--- config.mk ---
export PLATFORM = sky130hd
export DESIGN_NAME = bus_transfer_sequencer_flat
export DESIGN_NICKNAME = d
export VERILOG_FILES = /design/src/rtl/bus_transfer_sequencer_if.sv /design/src/rtl/bus_transfer_sequencer.sv /design/src/flat_wrapper.sv
export SDC_FILE = /design/constraint.sdc
export NUM_CORES = 1
export LEC_CHECK = 0
export CAP_MARGIN = 40
export CORE_MARGIN = 3
export CORE_UTILIZATION = 40
export CTS_CLUSTER_DIAMETER = 60
export DETAILED_ROUTE_END_ITERATION = 10
export GPL_ROUTABILITY_DRIVEN = 0
export PLACE_DENSITY = 0.73
export SKIP_CTS_REPAIR_TIMING = 1
export SLEW_MARGIN = 40
export SYNTH_ARGS = -nofsm -noshare
export SYNTH_HDL_FRONTEND = slang
export SYNTH_SLANG_ARGS = --single-unit
export TNS_END_PERCENT = 5
--- constraint.sdc ---
create_clock -name clk -period 3.7 [get_ports clk]
set_clock_uncertainty 0.15 [all_clocks]
set_input_delay 0.74 -clock clk [delete_from_list [all_inputs] [get_ports clk]]
set_output_delay 0.74 -clock clk [all_outputs]
set_load 0.01 [all_outputs]
--- src/rtl/bus_transfer_sequencer_if.sv ---
// Command/strobe bundle for bus_transfer_sequencer.
// master = command producer / strobe consumer; slave = the sequencer.
interface bus_transfer_sequencer_if #(
  parameter int NUM_REGS = 8,
  parameter int IDX_W    = 3
);
  logic                cmd_valid;
  logic                cmd_ready;
  logic [IDX_W-1:0]    cmd_src;
  logic [IDX_W-1:0]    cmd_dst;
  logic [1:0]          cmd_settle;
  logic [NUM_REGS-1:0] enable;
  logic [NUM_REGS-1:0] latch;
  logic                busy;
  logic                done;
  logic                err;

  modport master (
    output cmd_valid, cmd_src, cmd_dst, cmd_settle,
    input  cmd_ready, enable, latch, busy, done, err
  );

  modport slave (
    input  cmd_valid, cmd_src, cmd_dst, cmd_settle,
    output cmd_ready, enable, latch, busy, done, err
  );
endinterface

--- src/rtl/bus_transfer_sequencer.sv ---
// bus_transfer_sequencer: drives per-register enable/latch strobes for one
// register-to-register move over the shared bus (drive -> latch -> release).
// All outputs are registered from next-state values, so they change only on
// the clock edge (or asynchronously to zero on reset).
// Optional macro BUS_SEQ_CHECK_EN: reject src==dst or out-of-range indices
// through a one-cycle REJECT state that pulses err.
module bus_transfer_sequencer #(
  parameter int NUM_REGS = 8,
  parameter int IDX_W    = 3
) (
  input logic                     clk,
  input logic                     rst_n,
  bus_transfer_sequencer_if.slave bus
);

`ifdef BUS_SEQ_CHECK_EN
  typedef enum logic [2:0] {IDLE, DRIVE, LATCH, RELEASE, REJECT} state_t;
`else
  typedef enum logic [1:0] {IDLE, DRIVE, LATCH, RELEASE} state_t;
`endif

  state_t              state, state_n;
  logic [IDX_W-1:0]    src_q, src_n;
  logic [IDX_W-1:0]    dst_q, dst_n;
  logic [1:0]          cnt_q, cnt_n;
  logic                accept;
  logic [NUM_REGS-1:0] en_n, lt_n;
  logic                done_n;
`ifdef BUS_SEQ_CHECK_EN
  logic                illegal;
  logic                err_n;
`endif

  // Index to one-hot; indices >= NUM_REGS match no bit and decode to zero.
  function automatic logic [NUM_REGS-1:0] dec(input logic [IDX_W-1:0] idx);
    dec = '0;
    for (int i = 0; i < NUM_REGS; i++)
      if (idx == IDX_W'(i)) dec[i] = 1'b1;
  endfunction

  assign accept = bus.cmd_valid && bus.cmd_ready;

`ifdef BUS_SEQ_CHECK_EN
  // Legal only when both indices hit a register and they differ.
  assign illegal = (bus.cmd_src == bus.cmd_dst) || ~|dec(bus.cmd_src) || ~|dec(bus.cmd_dst);
`endif

  // Next-state, command capture and next-cycle strobe values.
  always_comb begin
    state_n = state;
    src_n   = src_q;
    dst_n   = dst_q;
    cnt_n   = cnt_q;
    case (state)
      IDLE: if (accept) begin
        src_n = bus.cmd_src;
        dst_n = bus.cmd_dst;
        cnt_n = bus.cmd_settle;
`ifdef BUS_SEQ_CHECK_EN
        state_n = illegal ? REJECT : DRIVE;
`else
        state_n = DRIVE;
`endif
      end
      DRIVE: begin
        if (cnt_q == 2'd0) state_n = LATCH;
        else               cnt_n   = cnt_q - 2'd1;
      end
      LATCH:   state_n = RELEASE;
      RELEASE: state_n = IDLE;
`ifdef BUS_SEQ_CHECK_EN
      REJECT:  state_n = IDLE;
`endif
      default: state_n = IDLE;
    endcase

    en_n   = '0;
    lt_n   = '0;
    done_n = 1'b0;
`ifdef BUS_SEQ_CHECK_EN
    err_n  = 1'b0;
`endif
    case (state_n)
      DRIVE: en_n = dec(src_n);
      LATCH: begin
        en_n = dec(src_n);
        // A destination never captures a bus nobody drives (out-of-range src).
        lt_n = dec(dst_n) & {NUM_REGS{|en_n}};
      end
      RELEASE: done_n = 1'b1;
`ifdef BUS_SEQ_CHECK_EN
      REJECT:  err_n  = 1'b1;
`endif
      default: ;
    endcase
  end

  // State, captured command and registered outputs; reset clears everything.
  always_ff @(posedge clk or negedge rst_n) begin
    if (!rst_n) begin
      state         <= IDLE;
      src_q         <= '0;
      dst_q         <= '0;
      cnt_q         <= '0;
      bus.enable    <= '0;
      bus.latch     <= '0;
      bus.done      <= 1'b0;
      bus.busy      <= 1'b0;
      bus.cmd_ready <= 1'b0;
    end else begin
      state         <= state_n;
      src_q         <= src_n;
      dst_q         <= dst_n;
      cnt_q         <= cnt_n;
      bus.enable    <= en_n;
      bus.latch     <= lt_n;
      bus.done      <= done_n;
      bus.busy      <= (state_n != IDLE);
      bus.cmd_ready <= (state_n == IDLE);
    end
  end

`ifdef BUS_SEQ_CHECK_EN
  // Reject pulse, registered alongside the strobes.
  always_ff @(posedge clk or negedge rst_n) begin
    if (!rst_n) bus.err <= 1'b0;
    else        bus.err <= err_n;
  end
`else
  assign bus.err = 1'b0;
`endif

endmodule

--- src/flat_wrapper.sv ---
// flat-port wrapper written by rule: the top's interface ports become plain ports
module bus_transfer_sequencer_flat 
#(
  parameter int NUM_REGS = 8,
  parameter int IDX_W    = 3
)
  (clk, rst_n, bus_cmd_valid, bus_cmd_src, bus_cmd_dst, bus_cmd_settle, bus_cmd_ready, bus_enable, bus_latch, bus_busy, bus_done, bus_err);
  bus_transfer_sequencer_if #(.NUM_REGS(NUM_REGS), .IDX_W(IDX_W)) bus_i ();
  input logic clk;
  input logic rst_n;
  input wire logic [$bits(bus_i.cmd_valid)-1:0] bus_cmd_valid;
  input wire logic [$bits(bus_i.cmd_src)-1:0] bus_cmd_src;
  input wire logic [$bits(bus_i.cmd_dst)-1:0] bus_cmd_dst;
  input wire logic [$bits(bus_i.cmd_settle)-1:0] bus_cmd_settle;
  output wire logic [$bits(bus_i.cmd_ready)-1:0] bus_cmd_ready;
  output wire logic [$bits(bus_i.enable)-1:0] bus_enable;
  output wire logic [$bits(bus_i.latch)-1:0] bus_latch;
  output wire logic [$bits(bus_i.busy)-1:0] bus_busy;
  output wire logic [$bits(bus_i.done)-1:0] bus_done;
  output wire logic [$bits(bus_i.err)-1:0] bus_err;
  assign bus_i.cmd_valid = bus_cmd_valid;
  assign bus_i.cmd_src = bus_cmd_src;
  assign bus_i.cmd_dst = bus_cmd_dst;
  assign bus_i.cmd_settle = bus_cmd_settle;
  assign bus_cmd_ready = bus_i.cmd_ready;
  assign bus_enable = bus_i.enable;
  assign bus_latch = bus_i.latch;
  assign bus_busy = bus_i.busy;
  assign bus_done = bus_i.done;
  assign bus_err = bus_i.err;
  bus_transfer_sequencer #(.NUM_REGS(NUM_REGS), .IDX_W(IDX_W)) u_core (.clk(clk), .rst_n(rst_n), .bus(bus_i));
endmodule
==> results of run 1 <==
## layout by cell type, fill, tap and decap left out, types with 2 or more instances in the layout
cell type and count:
clkdlybuf4s50_1 29, dfrtp_1 29, nand2_1 20, nand4b_1 10, a21oi_1 9, inv_1 5
nor2_1 5, nand3_1 5, clkbuf_4 5, nor3_1 4, o21a_1 4, nor4b_1 4
nand4_1 4, o21ai_0 3, a21boi_1 3, or4b_1 3, ha_1 3, buf_4 3
nor2b_1 2, nor4_1 2, nand3b_1 2, clkbuf_8 2
## area by class of cell
class	instances	area share [%]
Sequential cell	29	40.85
Multi-Input combinational cell	92	33.45
Timing Repair Buffer	32	17.61
Clock buffer	7	3.662
Tap cell	44	3.099
Inverter	5	1.056
Clock inverter	1	0.2817
## path summary, 6_finish.rpt
kind                                             endpoint  slack [ns]  cells past startpoint
min                           u_core.cnt_q[0]$_DFFE_PN0P_        0.44                      3
min reg2reg                   u_core.cnt_q[0]$_DFFE_PN0P_        0.44                      3
max                         u_core.bus.latch[2]$_DFF_PN0_        1.46                      5
max in group asynchronous  u_core.bus.enable[2]$_DFF_PN0_        2.50                      2
max reg2reg                u_core.bus.enable[4]$_DFF_PN0_        1.53                      7
min in group asynchronous   u_core.bus.latch[0]$_DFF_PN0_        0.62                      2
## worst max-delay path, stage by stage
cell and delay, ns:
clkdlybuf4s50_1 0.50, nor4bb_4 0.49, buf_4 0.31, nand3_1 0.09, a21boi_0 0.20
## state kept, by name, indices dropped and copies added (netlist names)
register and count:
u_core.state 2, u_core.bus.cmd_ready 1, u_core.bus.enable 8, u_core.src_q 3, u_core.bus.done 1, u_core.dst_q 3
u_core.bus.busy 1, u_core.bus.latch 8, u_core.cnt_q 2
## cell families (layout without fill, tap and decap cells)
logic type | count (synthesis) | in the layout | synth area share (%)
fa+ha+maj | 3 | 3 | 2.696
other cells | 1 | 1 | 0.2693
compound gates | 23 | 23 | 10.33
flops | 29 | 29 | 52.11
simple gates | 65 | 65 | 28.30
buf+inv | 19 | 45 | 6.288
## metal layers
| layer | part of all wire (%) | GRT usage [%] | vias up |
|---|---|---|---|
| met1 | 40 | 18.70 | 556 |
| met5 | 0 | 0 | - |
| met3 | 6.4 | 6.066 | 4 |
| met4 | 2.2 | 8.707 | 0 |
| met2 | 51 | 25.93 | 35 |
| li1 | - | - | 545 |
## per-stage QoR
stage / utilization, % / cells / hold WS (ns)
final: 55.91 / 210 / 0.4381
after global routing: 55.91 / 210 / 0.4940
after CTS: 55.91 / 210 / 0.4422
after detailed placement: 53.70 / 202 / 0.4292
after global placement: 53.70 / 202 / 0.4082
after floorplan: - / 140 / 0.2944
## power by group
group	internal [mW]	total, mW	switching [mW]	leakage (nW)
clock	0.110	0.222	0.112	0.0413
sequential	0.414	0.519	0.105	0.382
combinational	0.244	0.495	0.251	0.325
==> results.sh, run 1 <==
export IMPL_outcome="finished, final reports clean"
export IMPL_grt_pass1_vias=1062
export IMPL_synthDominantCellAreaShare_pct=52.11
export IMPL_placed_area_um2=1707
export IMPL_worst_setup_path_start_kind="primary input"
export IMPL_place_hpwl_mm=2.078
export IMPL_coreArea_um2=3178
export IMPL_fill_cells=281
export IMPL_ios=31
export IMPL_nets=179
export IMPL_dieArea_um2=4226
export IMPL_path_class="in2reg"
export IMPL_rows=20
export IMPL_wl_per_cell_um=14.12
export IMPL_seq_area_frac_synth_pct=52.11
export IMPL_min_from="u_core.cnt_q[0]$_DFFE_PN0P_"
export IMPL_setup_ws_ns=1.457
export IMPL_cts_htree_levels=2
export IMPL_grt_first_pass_wirelength_mm=5.112
export IMPL_hp_class="reg2reg"
export IMPL_rsz0062_at_grt="false"
export IMPL_synthCells=140
export IMPL_start_util_pct=43.82
export IMPL_synth_warnings=0
export IMPL_pre_cts_ws_ns=1.105
export IMPL_synth_area_leaders="dfrtp_1, nand4b_1, nand2_1"
export IMPL_port_buffers=29
export IMPL_end_kind="register"
export IMPL_worstPathRequired_ns=3.80
export IMPL_syn_area_um2=1393
export IMPL_root_buffer="clkbuf_4"
export IMPL_worstPathArrival_ns=2.34
export IMPL_synth_seq_cells=29
export IMPL_finalWirelength_mm=2.965
export IMPL_clk_pin_slew_ns=0.09
export IMPL_async_reset_ff_share_pct=100.0
export IMPL_tightest_slew_ns=0.5591
export IMPL_drive_gt1_share_pct=7.831
export IMPL_slew_violations=0
export IMPL_p_total_mw=1.236
export IMPL_finalCriticalPeriod_ns=2.243
export IMPL_die_x_um=65.01
export IMPL_slew_headroom_pct=62.67
export IMPL_first_pass_iters=4
export IMPL_max_clock_path_buffers=2
export IMPL_cts_sinks=29
export IMPL_syn_area_per_cell_um2=9.947
export IMPL_synth_edf_count=0
export IMPL_synth_top_area_cell="dfrtp_1"
export IMPL_antenna_found_initial=0
export IMPL_vias=1140
export IMPL_final_setup_tns_ns=0
export IMPL_diodes=0
export IMPL_maxCapViolCount=0
export IMPL_drc=0
export IMPL_ant_nets=0
export IMPL_syn_to_final_growth_pct=27.58
export IMPL_power_leakage_nw=0.7486
export IMPL_grt_max_degree=30
export IMPL_cts_tree="done"
export IMPL_fp_dieH_um=65.01
export IMPL_overflow=0
export IMPL_hold_violations=0
export IMPL_p_per_area_nw_per_um2=695.5
export IMPL_synthesis_nets=154
export IMPL_dr_first_iter_drc_count=99
export IMPL_grtUsageTotal_pct=16.21
export IMPL_synthDistinctLibCells=32
export IMPL_path_max_fanout=15
export IMPL_post_synth_top_count_cell="dfrtp_1"
export IMPL_setup_violations=0
export IMPL_fin_crit_sh_pct=60.63
export IMPL_ys_flop_type="dfrtp_1"
export IMPL_vias_per_cell=5.429
export IMPL_multi_input_area_um2=594.3
export IMPL_timing_rr_start="u_core.cnt_q[0]$_DFFE_PN0P_"
export IMPL_startpoint="bus_cmd_valid"
export IMPL_clk_latency_ns=0.33
export IMPL_layout_area_seq_um2=725.7
export IMPL_synth_common_cells="dfrtp_1, nand2_1, nand4b_1"
export IMPL_ir_worst_vdd_uv=499.7
export IMPL_fmax_mhz=445.8
export IMPL_final_area_um2=1777
export IMPL_numCtsBuffers=5
(Power assumes the default switching activity.)
==> inputs of run 2 (changes only) <==
Clock period 3.7 ns to 2.2 ns, I/O delays scaled along.
==> run 2 against run 1 <==
Against the previous run: wire length is 2.1% higher; cell count is 1.4% higher; sequential share of layout area is 0.086 points lower; combinational power is 73% higher; sequential power is 69% higher; worst hold slack worse by 0.10 ns; clock power is 36% higher; sequential cell count stayed put; non-clock buffer count is 3 higher; via count is 1.1% higher; first-iteration DRC count is 30% lower; highest routed layer unchanged.
==> results.sh, run 2 (synthesis results as in run 1) <==
export IMPL_outcome="finished, final reports clean"
export IMPL_drive_gt1_share_pct=8.284
export IMPL_fin_crit_sh_pct=92.17
export IMPL_hold_violations=0
export IMPL_ios=31
export IMPL_numCtsBuffers=5
export IMPL_end_kind="register"
export IMPL_cts_tree="done"
export IMPL_r2r_end="u_core.bus.enable[1]$_DFF_PN0_"
export IMPL_vias=1153
export IMPL_power_leakage_nw=0.7470
export IMPL_grtUsageTotal_pct=15.96
export IMPL_stdcell_count=213
export IMPL_rows=20
export IMPL_vias_per_cell=5.413
export IMPL_cts_sinks=29
export IMPL_start_util_pct=43.82
export IMPL_worstPathArrival_ns=2.09
export IMPL_finalCriticalPeriod_ns=2.028
export IMPL_dr_first_iter_drc_count=69
export IMPL_pre_cts_ws_ns=0.07235
export IMPL_grt_max_degree=30
export IMPL_syn_to_final_growth_pct=27.85
export IMPL_path_max_fanout=8
export IMPL_nets=182
export IMPL_ir_worst_vdd_uv=552.5
export IMPL_setup_ws_ns=0.1723
export IMPL_place_hpwl_mm=2.072
export IMPL_clk_pin_slew_ns=0.09
export IMPL_final_area_um2=1780
export IMPL_maxCapViolCount=0
export IMPL_diodes=0
export IMPL_final_setup_tns_ns=0
export IMPL_dieArea_um2=4226
export IMPL_overflow=0
export IMPL_max_clock_path_buffers=2
export IMPL_finalWirelength_mm=3.026
export IMPL_ant_nets=0
export IMPL_grt_pass1_vias=1129
export IMPL_r2r_slack_ns=0.17
export IMPL_setup_violations=0
export IMPL_r2r_cells=7
export IMPL_clk_latency_ns=0.33
export IMPL_worst_setup_path_start_kind="register"
export IMPL_fp_dieH_um=65.01
export IMPL_cts_htree_levels=2
export IMPL_first_pass_iters=4
export IMPL_wl_per_cell_um=14.21
export IMPL_path_class="reg2reg"
export IMPL_placed_cells=205
export IMPL_worstPathRequired_ns=2.26
export IMPL_reg_largest_list="u_core.bus.enable x8, u_core.bus.latch x8"
export IMPL_placed_area_um2=1729
export IMPL_drc=0
export IMPL_port_buffers=29
export IMPL_layout_common_cells="clkdlybuf4s50_1, dfrtp_1, nand2_1"
export IMPL_fmax_mhz=493.2
export IMPL_rsz0062_at_grt="false"
export IMPL_die_x_um=65.01
export IMPL_slew_violations=0
export IMPL_antenna_found_initial=0
export IMPL_coreArea_um2=3178
export IMPL_p_per_area_nw_per_um2=1143
export IMPL_hp_class="in2async"
export IMPL_fill_cells=281
export IMPL_grt_first_pass_wirelength_mm=5.154
export IMPL_root_buffer="clkbuf_4"
export IMPL_timing_rr_start="u_core.cnt_q[0]$_DFFE_PN0P_"
==> run 2: cell types whose count changed in the layout (fill, tap and decap cells not counted) <==
cell	change
buf_4	+3
clkbuf_1	+3
clkbuf_8	-2
clkinv_2	-1
ha_1	-1
ha_2	+1
==> run 2: worst max-delay path, cell delays in order, from the launching register on <==
cell,delay [ns]
dfrtp_1,0.33
inv_1,0.05
ha_1,0.22
or3b_2,0.46
o21ai_0,0.12
inv_1,0.10
ha_2,0.42
a21oi_1,0.06
==> run 2: layer usage <==
layer | vias to the layer above | wire, um | GRT usage, % | share of wire (%)
li1 | 551 | - | - | -
met1 | 561 | 1271 | 18.50 | 42
met2 | 35 | 1513 | 26.44 | 50
met3 | 6 | 184 | 6.066 | 6.1
met4 | 0 | 57 | 6.332 | 1.9
met5 | - | 0 | 0 | 0
==> run 2: how the worst max path moves through the flow <==
| stage | start | endpoint | slack, ns | cells after the start |
|---|---|---|---|---|
| after floorplan | u_core.cnt_q[0]$_DFFE_PN0P_ | u_core.bus.enable[0]$_DFF_PN0_ | 0.21 | 8 |
| after global placement | bus_cmd_valid | u_core.bus.enable[6]$_DFF_PN0_ | 0.1 | 6 |
| after detailed placement | bus_cmd_valid | u_core.bus.enable[1]$_DFF_PN0_ | 0.07 | 6 |
| after CTS | u_core.cnt_q[0]$_DFFE_PN0P_ | u_core.bus.enable[1]$_DFF_PN0_ | 0.12 | 7 |
| after global routing | u_core.cnt_q[0]$_DFFE_PN0P_ | u_core.bus.enable[0]$_DFF_PN0_ | 0.08 | 7 |
| final | u_core.cnt_q[0]$_DFFE_PN0P_ | u_core.bus.enable[1]$_DFF_PN0_ | 0.17 | 7 |
==> run 2: power by group <==
| group | total, mW | internal, mW | switching (mW) |
|---|---|---|---|
| Clock | 0.303 | 0.127 | 0.176 |
| Combinational | 0.856 | 0.428 | 0.428 |
| Sequential | 0.876 | 0.696 | 0.180 |
| Total | 2.04 | 1.25 | 0.784 |
==> run 2: through the flow <==
step	utilization, %	hold slack, ns	total power, mW
floorplan	-	-0.005591	1.380
global placement	54.41	0.3993	1.688
detailed placement	54.41	0.4180	1.726
CTS	55.94	0.3285	2.036
global route	56.02	0.3655	2.188
finish	56.02	0.3343	2.035
==> run 2: layout make-up <==
cell class	count	area (um^2)	area share (%)
clock buffer	8	48.80	2.741
inverter	5	18.77	1.054
multi-input combinational	92	596.8	33.52
sequential	29	725.7	40.76
tap	44	55.05	3.092
timing repair buffer	35	335.3	18.83
==> inputs of run 3 (changes only) <==
Settings changed: TNS_END_PERCENT 5 to default.
==> results of run 3 <==
Same layout as run 2: the final DEF is identical, and so are final timing and power.
==> variant 1 (config.mk and constraints of run 3) <==
`NUM_REGS` is set to 8 in 3 places; all go to 9.
--- a/src/rtl/bus_transfer_sequencer_if.sv
+++ b/src/rtl/bus_transfer_sequencer_if.sv
@@ -1,7 +1,7 @@
 // Command/strobe bundle for bus_transfer_sequencer.
 // master = command producer / strobe consumer; slave = the sequencer.
 interface bus_transfer_sequencer_if #(
-  parameter int NUM_REGS = 8,
+  parameter int NUM_REGS = 9,
   parameter int IDX_W    = 3
 );
   logic                cmd_valid;
--- a/src/rtl/bus_transfer_sequencer.sv
+++ b/src/rtl/bus_transfer_sequencer.sv
@@ -5,7 +5,7 @@
 // Optional macro BUS_SEQ_CHECK_EN: reject src==dst or out-of-range indices
 // through a one-cycle REJECT state that pulses err.
 module bus_transfer_sequencer #(
-  parameter int NUM_REGS = 8,
+  parameter int NUM_REGS = 9,
   parameter int IDX_W    = 3
 ) (
   input logic                     clk,
--- a/src/flat_wrapper.sv
+++ b/src/flat_wrapper.sv
@@ -1,7 +1,7 @@
 // flat-port wrapper written by rule: the top's interface ports become plain ports
 module bus_transfer_sequencer_flat 
 #(
-  parameter int NUM_REGS = 8,
+  parameter int NUM_REGS = 9,
   parameter int IDX_W    = 3
 )
   (clk, rst_n, bus_cmd_valid, bus_cmd_src, bus_cmd_dst, bus_cmd_settle, bus_cmd_ready, bus_enable, bus_latch, bus_busy, bus_done, bus_err);
Interface: changed (resized bus_enable and bus_latch); port bits go from 31 to 33. No check against the original RTL was run, so the function may have changed too.
==> variant 1 against run 3 <==
Routed wire length decreased by 4.1%. Fmax decreased by 1.1%. Sequential cell count unchanged. Synthesized area increased by 1.9%. Power decreased by 0.37%. Global-route usage decreased by 0.51 points. Via count decreased by 1.4%. Setup slack got worse by 23 ps. Count of clock-buffer cells in the layout unchanged. Core utilization decreased by 0.20 points. Die area increased by 1.7%. Final area increased by 0.42%. Largest power group unchanged.
==> variant 1: results (changes against run 3) <==
| Metric | Value |
|---|---|
| Area of the multi-input gates | `607 µm² (was 597 µm²)` |
| Pin count of the biggest net entering global routing | `30 (unchanged)` |
| Yosys cell types | `32 (unchanged)` |
| Multiplexer share of the synthesized area | `0 (unchanged)` |
| Run status | `finished clean (unchanged)` |
| PortBufs | `31 (was 29)` |
| M1 WL | `1.24 mm (was 1.27 mm)` |
| Pleak | `0.739 nW (was 0.747 nW)` |
| Final #Nets | `180 (was 182)` |
| Most frequent cells after synthesis | `29 x dfrtp_1, 20 x nand2_1, 10 x nand4b_1 (unchanged)` |
| Area contributors post-synth | `dfrtp_1 51%, nand4b_1 6.2%, nand2_1 5.3% (was dfrtp_1 52%, nand4b_1 6.3%, nand2_1 5.4%)` |
| CTS root buf | `clkbuf_4 (unchanged)` |
| Metal3 WL | `180 µm (was 184 µm)` |
| Placed inst area | `1740 µm² (was 1730 µm²)` |
| Cts bufs inserted | `5 (unchanged)` |
| Final setup fails | `0 (unchanged)` |
| Met1 Use GR | `0.187 (was 0.185)` |
| First DRT Iteration DRCs | `58 (was 69)` |
| Multi-input gate count | `91 (was 92)` |
| Initial antenna violation count | `0 (unchanged)` |
| Non-CTS buffers | `34 (was 35)` |
| Adder-Cell Fraction of Synth Area | `0.0265 (was 0.0270)` |
| Global-route wire length before repair | `5.11 mm (was 5.15 mm)` |
| Switch share | `0.377 (was 0.385)` |
| Layout cells sized above 1 | `0.0719 (was 0.0828)` |
| Met2 Track Usage GR | `0.255 (was 0.264)` |
| Vias | `1,137 (was 1,153)` |
| Clock network area share | `0.0273 (was 0.0274)` |
| Site Rows | `20 (unchanged)` |
| Post-synth top flop | `dfrtp_1 (unchanged)` |
| DR WL/cell | `13.8 µm (was 14.2 µm)` |
| Sequential power share | `0.429 (was 0.431)` |
| Max FO, Critical Path | `8 (unchanged)` |
| Met3 usage | `0.0376 (was 0.0607)` |
| Mapped Nets | `153 (was 154)` |
| DP HPWL | `1.99 mm (was 2.07 mm)` |
| Yosys warning count | `0 (unchanged)` |
| Synth Area in Compound Gates | `0.101 (was 0.103)` |
| Async SR Flop Fraction | `1.00 (unchanged)` |
| Number of H-tree levels | `2 (unchanged)` |
| Sequential fraction of the synthesis area | `0.511 (was 0.521)` |
| CTS Buffer Depth | `2 (unchanged)` |
| Fillers | `318 (was 281)` |
| Regs by FF count | `u_core.bus.enable x8, u_core.bus.latch x8 (unchanged)` |
| Buffering overhead | `0.186 (was 0.188)` |
| Comb. pwr | `866 µW (was 856 µW)` |
| Fraction of area in registers | `0.406 (was 0.408)` |
| Total track usage | `0.155 (was 0.160)` |
| WL met2 | `1.43 mm (was 1.51 mm)` |
| VDD IR max | `743 µV (was 552 µV)` |
variant 1: logic make-up (layout without fill, tap and decap cells):
| kind of cell | Yosys count | in the layout |
|---|---|---|
| and+or+nand+nor | 64 | 64 |
| DFF | 29 | 29 |
| AOI/OAI and AO/OA | 23 | 23 |
| buffers and inverters | 19 | 47 |
| adders and majority gates | 3 | 3 |
| other | 1 | 1 |
variant 1: stage by stage:
step	cells	setup WS [ps]	setup TNS (ps)	utilization	power (mW)
after floorplan	139	210	0	-	1.41
after global placement	203	65.2	0	0.542	1.70
after detailed placement	203	-6.35	-6.35	0.542	1.73
after CTS	211	81.6	0	0.557	2.04
after global routing	211	49.9	0	0.558	2.20
final	211	149	0	0.558	2.03
variant 1: worst max-delay path, delay by kind of cell (launching register included):
kind | cells | cell delay (ps)
fa+ha+maj | 2 | 640
buf+inv | 2 | 170
compound gates | 2 | 190
simple gates | 1 | 450
flops | 1 | 330
variant 1: path summary, 6_finish.rpt:
check | start | to | slack (ps) | depth (start not counted)
worst max-delay path | u_core.cnt_q[0]$_DFFE_PN0P_ | u_core.bus.enable[1]$_DFF_PN0_ | 150 | 7
worst min-delay path | rst_n | u_core.bus.enable[4]$_DFF_PN0_ | 350 | 2
worst max register to register | u_core.cnt_q[0]$_DFFE_PN0P_ | u_core.bus.enable[1]$_DFF_PN0_ | 150 | 7
worst min register to register | u_core.state[0]$_DFF_PN0_ | u_core.bus.done$_DFF_PN0_ | 410 | 1
max in group asynchronous | rst_n | u_core.dst_q[0]$_DFF_PN0_ | 1270 | 2
min in group clk | u_core.state[0]$_DFF_PN0_ | u_core.bus.done$_DFF_PN0_ | 410 | 1
==> variant 2 (flow settings as in run 3) <==
Made on the original files. Re-encode `state_t` (4 states) as one-hot, 4 bits wide.
--- a/src/rtl/bus_transfer_sequencer.sv
+++ b/src/rtl/bus_transfer_sequencer.sv
@@ -16,7 +16,7 @@
 `ifdef BUS_SEQ_CHECK_EN
   typedef enum logic [2:0] {IDLE, DRIVE, LATCH, RELEASE, REJECT} state_t;
 `else
-  typedef enum logic [1:0] {IDLE, DRIVE, LATCH, RELEASE} state_t;
+  typedef enum logic [3:0] {IDLE = 4'b0001, DRIVE = 4'b0010, LATCH = 4'b0100, RELEASE = 4'b1000} state_t;
 `endif
 
   state_t              state, state_n;
Formal check against the unedited RTL: same outputs for any inputs over 10 cycles, from zero or initial values and one cycle with rst_n low; not proved beyond that.
==> variant 2 against run 3 <==
Power increased by 20%. Final area increased by 5.3%. Routed wire length decreased by 10%. Global-route usage decreased by 1.1 points. Cell count decreased by 17%. First-iteration DRC count decreased by 68%. Synthesized area decreased by 12%. Via count decreased by 22%. Highest routed layer unchanged. Sequential cell count increased by 2. The flow now finishes with violations (negative setup slack). Non-clock buffer count increased by 10. Setup slack got worse by 240 ps.
==> variant 2: results (changes against run 3) <==
| Metric | Value |
|---|---|
| Mapped Nets | `107 (was 154)` |
| Pleak | `0.805 nW (was 0.747 nW)` |
| Final TNS setup | `-366 ps (was 0 ps)` |
| Synth Area in Compound Gates | `0.0458 (was 0.103)` |
| Max FO, Critical Path | `5 (was 8)` |
| DR WL/cell | `15.5 µm (was 14.2 µm)` |
| First DRT Iteration DRCs | `22 (was 69)` |
| Hold Slack | `340 ps (was 334 ps)` |
| Total track usage | `0.149 (was 0.160)` |
| Dpl cells | `159 (was 205)` |
| Fillers | `229 (was 281)` |
| Vias | `898 (was 1,153)` |
| Finished Layout Cells | `176 (was 213)` |
| Pre-CTS WS | `-148 ps (was 72.3 ps)` |
| Run status | `finished with violations (was finished clean)` |
| Worst path slowest cell | `dfstp_2 (was or3b_2)` |
| Final setup fails | `7 (was 0)` |
| Mean post-synth cell area | `12.9 µm² (was 9.95 µm²)` |
| Multiplexer share of the synthesized area | `0.0997 (was 0)` |
| Worst r2r path cells | `6 (was 7)` |
| Area contributors post-synth | `dfrtp_1 61%, mux2i_4 9.2%, nor3_1 4.5% (was dfrtp_1 52%, nand4b_1 6.3%, nand2_1 5.4%)` |
| Setup WS post-layout | `-70.6 ps (was 172 ps)` |
| Layout cells sized above 1 | `0.359 (was 0.0828)` |
| Failing checks | `negative setup slack` |
| Critical path origin | `u_core.state[0]$_DFF_PN1_ (was u_core.cnt_q[0]$_DFFE_PN0P_)` |
| FF-to-FF End | `u_core.bus.latch[0]$_DFF_PN0_ (was u_core.bus.enable[1]$_DFF_PN0_)` |
| Number of global-route vias before repair | `873 (was 1,129)` |
-- variant 2: cell type report --
type,instances,area (µm²),share of cell area
repair buffers,45,434,0.232
multi-input cells,52,515,0.275
flip-flops and latches,31,777,0.415
well taps,31,38.8,0.0207
clock buffers,8,68.8,0.0367
inverters,9,40.0,0.0214
-- variant 2: critical path, delay by kind of cell, from the launching register on --
family / cells / cell delay [ps]
buffers and inverters: 2 / 420
DFF: 1 / 540
and+or+nand+nor: 3 / 810
muxes: 1 / 250
-- variant 2: layer usage --
| layer | global-route usage | share of wire |
|---|---|---|
| met1 | 0.180 | 0.44 |
| met5 | 0 | 0 |
| met3 | 0.0692 | 0.054 |
| met4 | 0.0818 | 0.017 |
| met2 | 0.219 | 0.49 |
-- variant 2: power by group --
| group | internal [mW] | switching, mW | leakage [nW] |
|---|---|---|---|
| sequential | 0.717 | 0.0873 | 0.406 |
| clock | 0.188 | 0.193 | 0.0386 |
| combinational | 0.610 | 0.648 | 0.361 |
| total | 1.51 | 0.928 | 0.805 |
